==> config.mk <==
export PLATFORM = sky130hd
export DESIGN_NAME = des_key_schedule
export DESIGN_NICKNAME = d
export VERILOG_FILES = /design/src/rtl/des_pkg.sv /design/src/rtl/des_pc2.sv /design/src/rtl/des_key_schedule.sv
export SDC_FILE = /design/constraint.sdc
export NUM_CORES = 1
export LEC_CHECK = 0
export ABC_AREA = 1
export BUFFER_PORTS_ARGS = -buffer_cell sky130_fd_sc_hd__buf_4
export CAP_MARGIN = 30
export CORE_AREA = 2 2 330 332
export DETAILED_ROUTE_END_ITERATION = 16
export DIE_AREA = 0 0 332 334
export REMOVE_ABC_BUFFERS = 1
export SYNTH_ARGS = -nofsm -noshare
export SYNTH_HDL_FRONTEND = slang
export SYNTH_SLANG_ARGS = --single-unit
==> constraint.sdc <==
create_clock -name clk -period 3.7 [get_ports clk]
set_input_delay 0.555 -clock clk [delete_from_list [all_inputs] [get_ports clk]]
set_output_delay 0.555 -clock clk [all_outputs]
set_load 0.005 [all_outputs]
==> src/rtl/des_pkg.sv <==
`default_nettype none
// ============================================================================
// Module      : des_pkg
// Description : DES key-schedule widths, PC-1/PC-2 tables, shift schedule
//               and FSM state encoding.
// Revision    : 1.0 - initial release
// ============================================================================
package des_pkg;

    localparam int KEY_W    = 64;
    localparam int CD_W     = 56;
    localparam int HALF_W   = 28;
    localparam int SUBKEY_W = 48;
    localparam int ROUNDS   = 16;

    typedef enum logic [1:0] {
        IDLE = 2'd0,
        GEN  = 2'd1,
        DONE = 2'd2
    } state_t;

    // Entries are DES bit numbers (1 = MSB of the source vector).
    localparam int PC1 [0:55] = '{
        57, 49, 41, 33, 25, 17,  9,
         1, 58, 50, 42, 34, 26, 18,
        10,  2, 59, 51, 43, 35, 27,
        19, 11,  3, 60, 52, 44, 36,
        63, 55, 47, 39, 31, 23, 15,
         7, 62, 54, 46, 38, 30, 22,
        14,  6, 61, 53, 45, 37, 29,
        21, 13,  5, 28, 20, 12,  4
    };

    localparam int PC2 [0:47] = '{
        14, 17, 11, 24,  1,  5,
         3, 28, 15,  6, 21, 10,
        23, 19, 12,  4, 26,  8,
        16,  7, 27, 20, 13,  2,
        41, 52, 31, 37, 47, 55,
        30, 40, 51, 45, 33, 48,
        44, 49, 39, 56, 34, 53,
        46, 42, 50, 36, 29, 32
    };

    localparam logic [1:0] SHIFTS [0:15] = '{
        2'd1, 2'd1, 2'd2, 2'd2, 2'd2, 2'd2, 2'd2, 2'd2,
        2'd1, 2'd2, 2'd2, 2'd2, 2'd2, 2'd2, 2'd2, 2'd1
    };

    function automatic logic [HALF_W-1:0] rotl28(input logic [HALF_W-1:0] v,
                                                 input logic [1:0]        n);
        return (n == 2'd2) ? {v[HALF_W-3:0], v[HALF_W-1:HALF_W-2]}
                           : {v[HALF_W-2:0], v[HALF_W-1]};
    endfunction

endpackage
`default_nettype wire

==> src/rtl/des_pc2.sv <==
`default_nettype none
// ============================================================================
// Module      : des_pc2
// Description : DES permuted choice 2 (56-bit C||D -> 48-bit subkey).
// Revision    : 1.0 - initial release
// ============================================================================
module des_pc2
    import des_pkg::*;
(
    input  logic [CD_W-1:0]     cd,
    output logic [SUBKEY_W-1:0] subkey
);

    for (genvar i = 0; i < SUBKEY_W; i++) begin : g_pc2
        localparam int SRC = CD_W - PC2[i];
        assign subkey[SUBKEY_W-1-i] = cd[SRC];
    end

endmodule
`default_nettype wire

==> src/rtl/des_key_schedule.sv <==
`default_nettype none
// ============================================================================
// Module      : des_key_schedule
// Description : Iterative DES key schedule, one subkey per cycle into a
//               16-entry bank, optional reversed (decrypt) ordering.
// Revision    : 1.0 - initial release
// ============================================================================
module des_key_schedule
    import des_pkg::*;
(
    input  logic                clk,
    input  logic                rst,
    input  logic [KEY_W-1:0]    key,
    input  logic                key_valid,
    input  logic                decrypt,
    output logic                key_ready,
    output logic                busy,
    output logic                sched_valid,
    output logic [SUBKEY_W-1:0] key_schdl_0,
    output logic [SUBKEY_W-1:0] key_schdl_1,
    output logic [SUBKEY_W-1:0] key_schdl_2,
    output logic [SUBKEY_W-1:0] key_schdl_3,
    output logic [SUBKEY_W-1:0] key_schdl_4,
    output logic [SUBKEY_W-1:0] key_schdl_5,
    output logic [SUBKEY_W-1:0] key_schdl_6,
    output logic [SUBKEY_W-1:0] key_schdl_7,
    output logic [SUBKEY_W-1:0] key_schdl_8,
    output logic [SUBKEY_W-1:0] key_schdl_9,
    output logic [SUBKEY_W-1:0] key_schdl_10,
    output logic [SUBKEY_W-1:0] key_schdl_11,
    output logic [SUBKEY_W-1:0] key_schdl_12,
    output logic [SUBKEY_W-1:0] key_schdl_13,
    output logic [SUBKEY_W-1:0] key_schdl_14,
    output logic [SUBKEY_W-1:0] key_schdl_15
);

    state_t              r_state;
    state_t              w_next_state;
    logic [HALF_W-1:0]   r_c;
    logic [HALF_W-1:0]   r_d;
    logic [3:0]          r_round;
    logic                r_dec;
    logic                r_sched_valid;
    logic [SUBKEY_W-1:0] r_bank [0:ROUNDS-1];

    logic [CD_W-1:0]     w_pc1;
    logic [HALF_W-1:0]   w_c_rot;
    logic [HALF_W-1:0]   w_d_rot;
    logic [SUBKEY_W-1:0] w_subkey;
    logic [3:0]          w_idx;
    logic                w_accept;

    // PC-1 drops the parity bits; key bit 63 is DES bit 1.
    for (genvar i = 0; i < CD_W; i++) begin : g_pc1
        localparam int SRC = KEY_W - PC1[i];
        assign w_pc1[CD_W-1-i] = key[SRC];
    end

    assign w_c_rot  = rotl28(r_c, SHIFTS[r_round]);
    assign w_d_rot  = rotl28(r_d, SHIFTS[r_round]);
    assign w_idx    = r_dec ? ~r_round : r_round;
    assign w_accept = key_valid && key_ready;

    des_pc2 u_pc2 (
        .cd     ({w_c_rot, w_d_rot}),
        .subkey (w_subkey)
    );

    always_comb begin
        w_next_state = r_state;
        case (r_state)
            IDLE, DONE: if (w_accept) w_next_state = GEN;
            GEN:        if (r_round == 4'd15) w_next_state = DONE;
            default:    w_next_state = IDLE;
        endcase
    end

    always_ff @(posedge clk) begin
        if (rst) begin
            r_state       <= IDLE;
            r_c           <= '0;
            r_d           <= '0;
            r_round       <= '0;
            r_dec         <= 1'b0;
            r_sched_valid <= 1'b0;
            for (int i = 0; i < ROUNDS; i++) r_bank[i] <= '0;
        end else begin
            r_state <= w_next_state;
            if (w_accept) begin
                r_c           <= w_pc1[CD_W-1:HALF_W];
                r_d           <= w_pc1[HALF_W-1:0];
                r_round       <= '0;
                r_dec         <= decrypt;
                r_sched_valid <= 1'b0;
            end else if (r_state == GEN) begin
                r_c           <= w_c_rot;
                r_d           <= w_d_rot;
                r_round       <= r_round + 4'd1;
                r_bank[w_idx] <= w_subkey;
                if (r_round == 4'd15) r_sched_valid <= 1'b1;
            end
        end
    end

    assign key_ready   = (r_state != GEN);
    assign busy        = (r_state == GEN);
    assign sched_valid = r_sched_valid;

    assign key_schdl_0  = r_bank[0];
    assign key_schdl_1  = r_bank[1];
    assign key_schdl_2  = r_bank[2];
    assign key_schdl_3  = r_bank[3];
    assign key_schdl_4  = r_bank[4];
    assign key_schdl_5  = r_bank[5];
    assign key_schdl_6  = r_bank[6];
    assign key_schdl_7  = r_bank[7];
    assign key_schdl_8  = r_bank[8];
    assign key_schdl_9  = r_bank[9];
    assign key_schdl_10 = r_bank[10];
    assign key_schdl_11 = r_bank[11];
    assign key_schdl_12 = r_bank[12];
    assign key_schdl_13 = r_bank[13];
    assign key_schdl_14 = r_bank[14];
    assign key_schdl_15 = r_bank[15];

endmodule
`default_nettype wire

Yosys cells after proc, flatten, opt, wreduce, memory -nomap -nowiden --
Memories as Yosys holds them, arrays and structs flattened. Cells that the tools add are included.
Storage, ports and cells: output and inout bits 771, logic and storage cells 48, input bits 68, memory bits (read-only) 32, register bits after elaboration 64, memories 2, RAM bits 768
Memories:
- r_bank | depth 16, width 48, read ports 16, clocked after memory_dff 0, wr ports 16, RTL line des_key_schedule.sv:44 | logic [SUBKEY_W-1:0] r_bank [0:ROUNDS-1];
- (no name shown) | depth 16, width 2, read ports 1, clocked after memory_dff 0, wr ports 0, RTL line des_key_schedule.sv:60 | assign w_d_rot = rotl28(r_d, SHIFTS[r_round]);
Operators by class: bitwise gates (word level) 2, add/sub/neg operators 1, eq/ne operators 7, reductions and logical operators 8, magnitude comparators 1, mux-type cells 21
Operators by type and width (number):
- two-way mux 28 bit | 6
- two-way mux 48 bit | 1
- OR reduction 48 bit | 1
- two-way mux 2 bit | 4
- two-way mux 4 bit | 2
- two-way mux 1 bit | 7
- greater-or-equal comparator 5 bit (second input constant) | 1
- NOT 4 -> 5 bit | 1
- adder 4 x 1 -> 4 bit (second input constant) | 1
- equality test 2 bit (second input constant) | 2
- equality test 4 bit (second input constant) | 1
- != test 2 x 1 -> 1 bit (second input constant) | 2
- NOT 4 bit | 1
- case mux 2 bit (2 select lines) | 1
- AND reduction 2 bit | 2
- OR reduction 2 bit | 2
- equality test 2 x 1 -> 1 bit (second input constant) | 1
- zero test 2 bit | 1
- != test 2 bit (second input constant) | 1
- nonzero test 2 bit | 1
- logical AND 1 bit | 1

Logic depth before layout (Yosys ltp) --
depth in word-level cells 8, depth in mapped cells 11, depth with buffers taken out 9

By module --
A second synthesis with hierarchy kept.
Unflattened totals: cells, all modules 2487, area total of the unflattened synthesis 31267.5 um^2
By module, submodules not included:
- des_key_schedule | area each 30907.1 um^2, sequential area each 24343.3 um^2, cells each 2439, times used 1
- des_pc2 | area each 360.3 um^2, sequential area each 0.0 um^2, cells each 48, times used 1

Worst setup path after synthesis --
Ideal clock, no wire load.
path kind register to register, from register r_state[0], to memory r_bank[10][0] (enable), slack 0.769 ns, required time 3.293 ns, stages on the path, launching flop included 12, period minus slack after synthesis 2.931 ns, buffers on the path 3, library setup time 0.407 ns, data arrival time 2.524 ns, cell sequence dfxtp_1 -> inv_2 -> nor2_4 -> inv_2 -> nor2_4 -> inv_2 -> buf_2 -> nor3_2 -> nand2_1 -> buf_2 -> buf_6 -> nand2_1
RTL lines:
- start, declared | RTL line des_key_schedule.sv:37 | state_t r_state;
- start signal, assigned | RTL line des_key_schedule.sv:88 | r_state <= w_next_state;
- end, declared | RTL line des_key_schedule.sv:44

==> results.py <==
metrics = {
    "outcome": {
        "status": "finished, final reports clean",
    },
    "drt": {
        "postRouteWirelength_um": 130000,
        "firstDrtPassIters": 5,
        "avgRoutedWirePerCell_um": 28.1,
        "drc": 0,
        "drt_iter0_markers": 1915,
        "avgViaCountPerCell": 4.72,
        "ant_nets": 0,
        "vias": 21900,
    },
    "pwr": {
        "powerDensity_mw_per_mm2": 525,
        "leakage_nw": 16.4,
        "ir_drop_v": 0.000402,
        "finalPower_mw": 22.1,
    },
    "setup_path": {
        "timing.rr.start": "r_round[1]",
        "cp.required_ns": 4.06,
        "crit_buf_inv": 2,
        "critPathMaxStageDelay_ns": 0.67,
        "critPathKind": "flop to flop",
        "crit_fanout": 23,
        "cpMaxStageDelayCell": "nand2_1",
        "cp-end-kind": "flop",
        "cp_cell_sequence": "inv_1 > ha_1 > nor2_1 > nand3_2 > nand3_4 > buf_4 > nand2_1 > nand2_1 > nor2_1",
        "r2r_slack_ns": 0.69,
        "rr_worst_depth": 9,
        "critPathLaunchType": "flop",
        "crit_arrival_ns": 3.37,
        "r2r_end": "r_bank[2][41]",
        "crit_family": "simple AND/OR/NAND/NOR gates",
    },
    "cts": {
        "cts.sink_count": 832,
        "hold_buffers": 0,
        "root_buffer": "clkbuf_16",
        "numCtsBuffers": 89,
        "tritoncts": "built",
        "clkTransAtPathRegs_ns": 0.07,
        "clock_latency_ns": 0.66,
        "cts_setup_buffers": 0,
        "cts_max_level": 3,
        "cts_resized": 0,
        "cts_buffer_depth": 3,
    },
    "synth": {
        "synth_compound_area_share_pct": 2.62,
        "ys_types": 29,
        "synth_top_family_by_area": "simple AND/OR/NAND/NOR gates",
        "synth_fa_ha_area_share_pct": 0.163,
        "ys_ff_latch": 832,
        "synth.cell_area_sq_mm": 0.0306,
        "synth.yosys.seq_area_share_pct": 79.5,
        "async_flop_share_pct": 0,
        "synthSimpleGateAreaFrac_pct": 13.8,
        "syn_inst": 2311,
        "synth_edf_count": 768,
        "synthXorXnorAreaFrac_pct": 0.139,
        "synthMuxAreaShare_pct": 0,
        "ys_warn_count": 0,
        "syn_area_per_cell_sq_um": 13.2,
        "synthFlopType": "edfxtp_1",
    },
    "placed_design": {
        "gp_congestion": 0.785,
        "port-buffer-count": 830,
        "place_inst": 4487,
        "dpl.hpwl_um": 83300,
        "place_ws_ns": 0.561,
    },
    "timing": {
        "layout_min_cycle_time_ns": 3.01,
        "tightest_slew_ns": 1.06,
        "finClkSkew_ns": 0.0258,
        "holdWs_ns": 0.170,
        "rsz0062_at_grt": "false",
        "tns_ns": 0,
        "slew_headroom_pct": 29.4,
        "drv_slew": 0,
        "min_period_over_period_pct": 81.3,
        "setup_viol": 0,
        "worst_slack_ns": 0.693,
        "max_freq_ghz": 0.333,
        "hold_viol": 0,
    },
    "finish": {
        "synthToLayoutAreaGrowth_pct": 37.2,
        "final_layout_size_suffix_gt1_share_pct": 35.1,
        "num-nets-final": 3238,
        "fill_cells": 10400,
        "multi_input_area_sq_mm": 0.00537,
        "regArea_sq_mm": 0.0243,
        "instances_no_fill": 4650,
    },
    "global_route": {
        "grt_use_total_pct": 22.8,
        "grt_pass1_vias": 21500,
        "grt_max_degree": 49,
        "overflow": 0,
        "antenna_found_initial": 18,
        "grt_pass1_wl_um": 174000,
    },
    "floorplan": {
        "core_sq_mm": 0.108,
        "num_rows": 121,
        "dieHeight_um": 334,
        "die_w_um": 332,
        "dieArea_sq_mm": 0.111,
        "io_pins": 839,
        "start_util_pct": 28.4,
    },
    "worst_hold_path": {
        "hp-class": "primary input to flop",
        "min_to": "r_dec",
        "holdPathStages": 3,
        "hp-start": "decrypt",
    },
    "job": {
        "maxCapViolCount": 0,
    },
}
## routing by layer
metal,wire (um),global-route usage (%)
met5,151,0
met1,51600,28.7
met3,12700,7.20
met4,4200,7.79
met2,61900,37.0
## power by group
| part | switching, mW | total (mW) | internal (mW) |
|---|---|---|---|
| Sequential | 0.140 | 10.8 | 10.6 |
| Clock | 3.83 | 9.26 | 5.43 |
| Combinational | 1.35 | 2.03 | 0.676 |
| Total | 5.32 | 22.1 | 16.7 |
## sequential cells by signal, summed over array words and instances, names as in the netlist
name,flops
sched_valid,1
r_bank,768
r_d,28
r_c,28
r_state,2
r_dec,1
r_round,4
## worst max-delay path by stage
stage	from	to	slack [ns]	cells after the start
floorplan	r_state[0]	r_bank[2][0]	0.04	8
global placement	rst	r_bank[6][27]	0.55	7
detailed placement	rst	r_bank[6][39]	0.56	7
CTS	r_round[1]	r_bank[10][41]	0.70	9
global route	r_round[1]	r_bank[6][41]	0.49	9
finish	r_round[1]	r_bank[2][41]	0.69	9
## final cells by class
| class | count | share of cell area (%) |
|---|---|---|
| clock inverter | 53 | 1.55 |
| timing repair buffer | 934 | 17.2 |
| sequential | 832 | 58.0 |
| clock buffer | 106 | 5.56 |
| antenna | 2 | 0.0119 |
| tap | 1414 | 4.21 |
| inverter | 81 | 0.724 |
| multi-input combinational | 1228 | 12.8 |
## kinds of logic (layout without fill, tap and decap cells)
family / count (synthesis) / count (layout)
buffers and inverters: 251 / 1174
XOR/XNOR: 4 / 4
AO/OA/AOI/OAI: 135 / 135
flip-flops: 832 / 832
AND/OR/NAND/NOR: 1085 / 1085
adder cells (fa/ha/maj): 4 / 4
other: 0 / 2
## Yosys cell counts (5+ instances only)
| cell type | count | share of area (%) |
|---|---|---|
| a21oi_2 | 5 | 0.14 |
| nand2_1 | 215 | 2.6 |
| buf_4 | 28 | 0.69 |
| nand4_1 | 27 | 0.55 |
| nor2_1 | 805 | 9.9 |
| edfxtp_1 | 768 | 75 |
| o21ai_0 | 74 | 1.2 |
| dfxtp_1 | 64 | 4.2 |
| buf_2 | 57 | 0.93 |
| a21oi_1 | 29 | 0.47 |
| nand3_1 | 29 | 0.47 |
| o21ai_2 | 24 | 0.69 |
| clkbuf_1 | 78 | 0.96 |
| inv_1 | 78 | 0.96 |
## worst reg2reg max path, cell delays in order, from the launching register on
cell and delay, ns:
dfxtp_1 0.53, inv_1 0.16, ha_1 0.20, nor2_1 0.12, nand3_2 0.11, nand3_4 0.28
buf_4 0.37, nand2_1 0.12, nand2_1 0.67, nor2_1 0.15
## metrics by stage
| step | util [%] | cell area, sq um |
|---|---|---|
| after detailed placement | 36.1 | 39000 |
| after global routing | 39.0 | 42000 |
| final | 39.0 | 42000 |
| after CTS | 38.9 | 42000 |
| after global placement | 36.0 | 38800 |
| after floorplan | - | 29800 |
## cell usage in the layout (no fill, tap or decap), drive strengths merged, types with 4 or more instances in the layout
cell type,instances
buf,934
dfxtp,64
clkbuf,106
nand3,32
nor2,807
edfxtp,768
nand4,27
ha,4
bufinv,13
nand2,215
clkinv,32
o21ai,99
a21oi,34
inv,87
No activity file was read; power rests on OpenSTA's default activity.
